==> config.mk <==
export PLATFORM = sky130hd
export DESIGN_NAME = vscale_htif_host
export DESIGN_NICKNAME = d
export VERILOG_FILES = /design/src/rtl/vscale_htif_host.sv
export SDC_FILE = /design/constraint.sdc
export NUM_CORES = 1
export LEC_CHECK = 0
export ABC_AREA = 1
export BUFFER_PORTS_ARGS = -buffer_cell sky130_fd_sc_hd__buf_2
export CAP_MARGIN = 20
export CORE_ASPECT_RATIO = 0.9
export CORE_MARGIN = 8
export CORE_UTILIZATION = 40
export DETAILED_ROUTE_END_ITERATION = 12
export PLACE_DENSITY = 0.7
export SYNTH_ARGS = -nofsm -noshare
export SYNTH_HDL_FRONTEND = slang
export SYNTH_SLANG_ARGS = --single-unit
==> constraint.sdc <==
create_clock -name clk -period 2.04 [get_ports clk]
set_input_delay 0.204 -clock clk [delete_from_list [all_inputs] [get_ports clk]]
set_output_delay 0.204 -clock clk [all_outputs]
set_load 0.02 [all_outputs]
==> src/rtl/vscale_htif_host.sv <==
// vscale_htif_host: host-side HTIF engine issuing user PCR commands and polling tohost
module vscale_htif_host #(
  parameter int ADDR_W = 12,
  parameter int DATA_W = 64,
  parameter int TIMEOUT = 1024,
  parameter int POLL_INTERVAL = 256,
  parameter logic [ADDR_W-1:0] TOHOST_ADDR = 12'h780
) (
  input  logic              clk,
  input  logic              resetn,
  input  logic              cmd_valid,
  output logic              cmd_ready,
  input  logic              cmd_rw,
  input  logic [ADDR_W-1:0] cmd_addr,
  input  logic [DATA_W-1:0] cmd_data,
  output logic              res_valid,
  input  logic              res_ready,
  output logic [DATA_W-1:0] res_data,
  output logic              res_err,
  input  logic              poll_en,
  output logic              tohost_valid,
  input  logic              tohost_ready,
  output logic [DATA_W-1:0] tohost_data,
  output logic              pcr_req_valid,
  input  logic              pcr_req_ready,
  output logic              pcr_req_rw,
  output logic [ADDR_W-1:0] pcr_req_addr,
  output logic [DATA_W-1:0] pcr_req_data,
  input  logic              pcr_resp_valid,
  output logic              pcr_resp_ready,
  input  logic [DATA_W-1:0] pcr_resp_data,
  output logic              busy
);
  localparam int TW = $clog2(TIMEOUT + 1);
  localparam int PW = $clog2(POLL_INTERVAL + 1);
  typedef enum logic [1:0] {IDLE, REQ, RESP, RESULT} state_e;
  typedef enum logic [1:0] {USER, POLL, CLEAR} tag_e;
  state_e state_q, state_d;
  tag_e tag_q, tag_d;
  logic [TW-1:0] tmo_q, tmo_d;
  logic [PW-1:0] poll_q, poll_d;
  logic pend_q, pend_d;
  logic rw_q, rw_d;
  logic [ADDR_W-1:0] addr_q, addr_d;
  logic [DATA_W-1:0] data_q, data_d;
  logic [DATA_W-1:0] res_data_q, res_data_d;
  logic res_err_q, res_err_d;
  logic th_valid_q, th_valid_d;
  logic [DATA_W-1:0] th_data_q, th_data_d;
  logic active, tmo_hit, done, fail, due;
  assign active = state_q == REQ || state_q == RESP;
  assign tmo_hit = tmo_q == TW'(TIMEOUT - 1);
  assign done = state_q == RESP && pcr_resp_valid;
  assign fail = active && tmo_hit && !done;
  assign due = poll_en && !th_valid_q && (pend_q || (state_q == IDLE && poll_q == PW'(POLL_INTERVAL - 1)));
  assign cmd_ready = state_q == IDLE;
  assign busy = state_q != IDLE;
  assign res_valid = state_q == RESULT;
  assign res_data = res_data_q;
  assign res_err = res_err_q;
  assign tohost_valid = th_valid_q;
  assign tohost_data = th_data_q;
  assign pcr_req_valid = state_q == REQ && !tmo_hit;
  assign pcr_req_rw = rw_q;
  assign pcr_req_addr = addr_q;
  assign pcr_req_data = data_q;
  assign pcr_resp_ready = state_q == IDLE || state_q == RESP;
  always_comb begin
    state_d = state_q;
    tag_d = tag_q;
    tmo_d = active ? tmo_q + TW'(1) : '0;
    poll_d = (state_q == IDLE && poll_en && !th_valid_q) ? poll_q + PW'(1) : '0;
    pend_d = pend_q && poll_en;
    rw_d = rw_q;
    addr_d = addr_q;
    data_d = data_q;
    res_data_d = res_data_q;
    res_err_d = res_err_q;
    th_valid_d = th_valid_q && !tohost_ready;
    th_data_d = th_data_q;
    case (state_q)
      IDLE: if (cmd_valid || due) begin
        state_d = REQ;
        tag_d = cmd_valid ? USER : POLL;
        rw_d = cmd_valid && cmd_rw;
        addr_d = cmd_valid ? cmd_addr : TOHOST_ADDR;
        data_d = cmd_valid ? cmd_data : '0;
        poll_d = '0;
        pend_d = cmd_valid && due;
      end
      REQ: if (!tmo_hit && pcr_req_ready) state_d = RESP;
      RESULT: if (res_ready) state_d = IDLE;
      default: ;
    endcase
    if (fail) begin
      state_d = tag_q == USER ? RESULT : IDLE;
      if (tag_q == USER) begin
        res_data_d = '0;
        res_err_d = 1'b1;
      end
    end
    if (done && tag_q == USER) begin
      state_d = RESULT;
      res_data_d = pcr_resp_data;
      res_err_d = 1'b0;
    end
    if (done && tag_q == POLL) begin
      state_d = IDLE;
      if (pcr_resp_data != '0) begin
        state_d = REQ;
        tag_d = CLEAR;
        rw_d = 1'b1;
        addr_d = TOHOST_ADDR;
        data_d = '0;
        tmo_d = '0;
        th_data_d = pcr_resp_data;
      end
    end
    if (done && tag_q == CLEAR) begin
      state_d = IDLE;
      th_valid_d = 1'b1;
    end
  end
  always_ff @(posedge clk or negedge resetn) begin
    if (!resetn) begin
      state_q <= IDLE;
      tag_q <= USER;
      tmo_q <= '0;
      poll_q <= '0;
      pend_q <= 1'b0;
      rw_q <= 1'b0;
      addr_q <= '0;
      data_q <= '0;
      res_data_q <= '0;
      res_err_q <= 1'b0;
      th_valid_q <= 1'b0;
      th_data_q <= '0;
    end else begin
      state_q <= state_d;
      tag_q <= tag_d;
      tmo_q <= tmo_d;
      poll_q <= poll_d;
      pend_q <= pend_d;
      rw_q <= rw_d;
      addr_q <= addr_d;
      data_q <= data_d;
      res_data_q <= res_data_d;
      res_err_q <= res_err_d;
      th_valid_q <= th_valid_d;
      th_data_q <= th_data_d;
    end
  end
endmodule

==> summary.txt <==
Outcome
  • Status: finished, violations left
  • Violated checks: setup timing

Synth
  • Yosys reg bits: 232
  • Most common cell in the netlist: dfrtp_1
  • Syn_nets: 1196
  • Cell variety after synth: 31
  • Sequential fraction of the synthesis area: 0.5953
  • Syn. warnings: 0
  • EDFF count, synth: 0
  • Commonest cells post-synth: dfrtp_1 (232), nand2_1 (180), nand3_1 (155)
  • Post-synth top area cell: dfrtp_1
  • Main flop type after synthesis: dfrtp_1
  • Avg Cell Area, Syn: 9.386 µm²
  • Async set-reset flop share out of synthesis: 1.000
  • Mapped Area: 0.009752 mm²
  • Area share of the largest cell type after synthesis: 0.5953
  • Synth area leaders: dfrtp_1 (60%), nand3_1 (8.0%), nand2_1 (6.9%)
  • Post-Synthesis Cells: 1039

Floorplanning
  • Horiz. Die Dim: 180.6 µm
  • Die Height: 164.1 µm
  • # IOs: 361
  • Core area: 0.02412 mm²
  • Die ar.: 0.02964 mm²
  • Starting Density: 0.4043
  • # rows: 54

Worst setup path
  • CP endpoint kind: register
  • WS Path Type: register to register
  • WP data required: 2410 ps
  • Crit Path Max Fanout: 10
  • WP data arrival: 2620 ps
  • Element type at the critical path start: register

STA
  • Setup WS post-layout: -209.8 ps
  • Final clock skew: 10.36 ps
  • Slew HR: 0.6255
  • Worst hold margin: 7.638 ps
  • Final Cycle Share: 1.103
  • Fin crit period: 2250 ps
  • Final setup fails: 85
  • RSZ-0062 raised after global routing: yes
  • Slew @ Worst Pin: 561.7 ps
  • Max-slew violation count: 0
  • Final Hold Viols: 0
  • Fmax: 0.4445 GHz

CTS
  • CTS buffer count: 26
  • CTS tree: built
  • Max Buffers Root-to-Sink: 3
  • Max H-tree Level: 1
  • CTS root buf: clkbuf_16
  • CTS clock-pin slew for the worst setup and hold paths: 60 ps
  • Sink Count: 232
  • Worst-Skew Late Latency: 520 ps

Pwr
  • Leak: 7.622 nW
  • Maximum VDD drop: 0.7532 mV
  • Pwr Total: 20.21 mW
  • Pwr Density: 1370 mW/mm²

Route
  • Drt total wl: 35.56 mm
  • Routed length on met1: 14.09 mm
  • Vias/cell: 5.255
  • Met2 wire len: 17.44 mm
  • Via count: 9796
  • Post-DRT Antenna Nets: 0
  • Met3 wire len: 2.126 mm
  • Per-cell routed wire length: 19.08 µm
  • DRC viols: 0
  • Uppermost layer routed: met4
  • DRT iter0 DRCs: 858
  • Drt first pass iters: 7

Global routing
  • First-pass GRT wire length: 53.11 mm
  • Initial antenna violation count: 1
  • Number of global-route vias before repair: 9784
  • Tot GR Track Use: 0.2184
  • Remaining Overflow, GRT: 0
  • Largest net degree at the start of global routing: 74

Cells and area
  • Share of layout cells above drive strength 1: 0.3228
  • Area delta synth->final: 51.22%
  • Fillers: 1921
  • Final #Nets: 1689
  • Post-layout util: 0.6114

Job
  • Max-cap violation count: 0

Min path
  • Hold WC Path Type: input pin to register

Place
  • Final Wtd Congestion: 0.8699
  • I/O Buffers: 360
  • Hpwl dp: 22.55 mm
stage by stage:
stage          cells  worst slack (ps)  TNS [ps]  instance area (µm²)
2_1_floorplan   1039            -60.78     -2431                 9753
3_3_place_gp    1667             56.40         0                12080
3_5_place_dp    1667            -45.86     -1571                12080
4_1_cts         1847            -20.66    -100.1                14360
5_1_grt         1861            -284.2    -17770                14740
6_report        1864            -209.8    -11370                14750
repair_timing:
action | 4_1_cts | 5_1_grt
endpoints found under the setup margin | 80 | 156
buffers inserted | 1 | 5
hold buffers | 131 | 0
gates cloned | 0 | 8
pin swaps | 0 | 8
endpoints found under the hold margin | 232 | 0
gates resized for setup | 3 | 43
path summary, 6_finish.rpt:
kind | startpoint | end | slack, ps | depth (start not counted)
setup / recovery | poll_q[1]$_DFF_PN0_ | pcr_req_data[43]$_DFF_PN0_ | -210 | 14
min in group asynchronous | resetn | tohost_data[38]$_DFFE_PN0P_ | 230 | 2
hold reg to reg | tohost_data[1]$_DFFE_PN0P_ | tohost_data[1]$_DFFE_PN0P_ | 480 | 2
setup reg to reg | poll_q[1]$_DFF_PN0_ | pcr_req_data[43]$_DFF_PN0_ | -210 | 14
hold / removal | pcr_resp_data[8] | res_data[8]$_DFFE_PN0P_ | 8 | 3
max in group asynchronous | resetn | pcr_req_addr[8]$_DFF_PN0_ | 1110 | 3
worst max-delay path: stages, from the launching register on:
cell and delay [ps]:
dfrtp_1 370, ha_2 200, nand2_2 70, nor2_2 140, and2_4 160, nand3_2 70, nor2_2 120, ha_2 180
nand2_2 70, nand2_4 100, nand3_4 80, buf_6 170, buf_6 160, nand3_1 100, a22oi_1 110
kinds of logic after synthesis:
group           count (synthesis)  synth area share
buf+inv                       165           0.07108
flops                         232            0.5953
xor+xnor                        7          0.006287
compound gates                220            0.1337
fa+ha+maj                       8           0.01026
simple gates                  407            0.1833
report_power, final:
group	internal, mW	switching [mW]
clock	3.23	1.88
combinational	2.90	5.02
sequential	6.24	0.941
total	12.4	7.85
area by class of cell:
cell class                      instances  area, µm²  share of cell area
Multi-Input combinational cell        642       3466              0.2350
Inverter                               90      337.8             0.02291
Clock buffer                           37      763.2             0.05176
Tap cell                              308      385.4             0.02613
Clock inverter                         11      182.7             0.01239
Sequential cell                       232       5806              0.3937
Timing Repair Buffer                  540       3796              0.2574
Antenna cell                            4      10.01           0.0006788
state kept, by name (all words and copies together), names as in the netlist:
register,flops
res_err,1
pend_q,1
tohost_data,64
poll_q,9
tohost_valid,1
pcr_req_addr,12
pcr_req_data,64
res_data,64
tmo_q,11
tag_q,2
state_q,2
pcr_req_rw,1
cell usage in the layout, fill, tap and decap left out, types with 2 or more instances in the layout:
master         netlist  layout
o21bai_1             3       3
nand2_2              1       8
inv_2                2       2
nand2_4              0       2
nand4_1             14      14
bufinv_16            0       5
dlygate4sd3_1        0     131
a21oi_1              6       6
inv_1               88      88
clkinv_2             0       5
nand3_1            155     142
o21ai_0            129     128
buf_12               0      17
dfrtp_1            232     232
buf_4                8      22
nand2_1            180     170
a22oi_1             72      59
xnor2_1              2       2
nor2_2               1       3
nor2_1              47      45
a22oi_2              0      13
diode_2              0       4
nor3b_1              3       3
clkbuf_8             0       5
ha_1                 8       5
clkbuf_16            0      31
nand3_2              1      13
nor3_1               3       2
clkbuf_1            38       5
o21ai_1              2       3
o22ai_1              5       5
ha_2                 0       3
buf_6                4       6
xor2_1               5       5
buf_2               11     359
metal layers:
metal | GRT usage | vias up
li1 | - | 4488
met1 | 0.2692 | 4688
met3 | 0.04467 | 145
met5 | 0 | -
met4 | 0.1220 | 0
met2 | 0.3580 | 475
No activity file was read; power rests on OpenSTA's default activity.
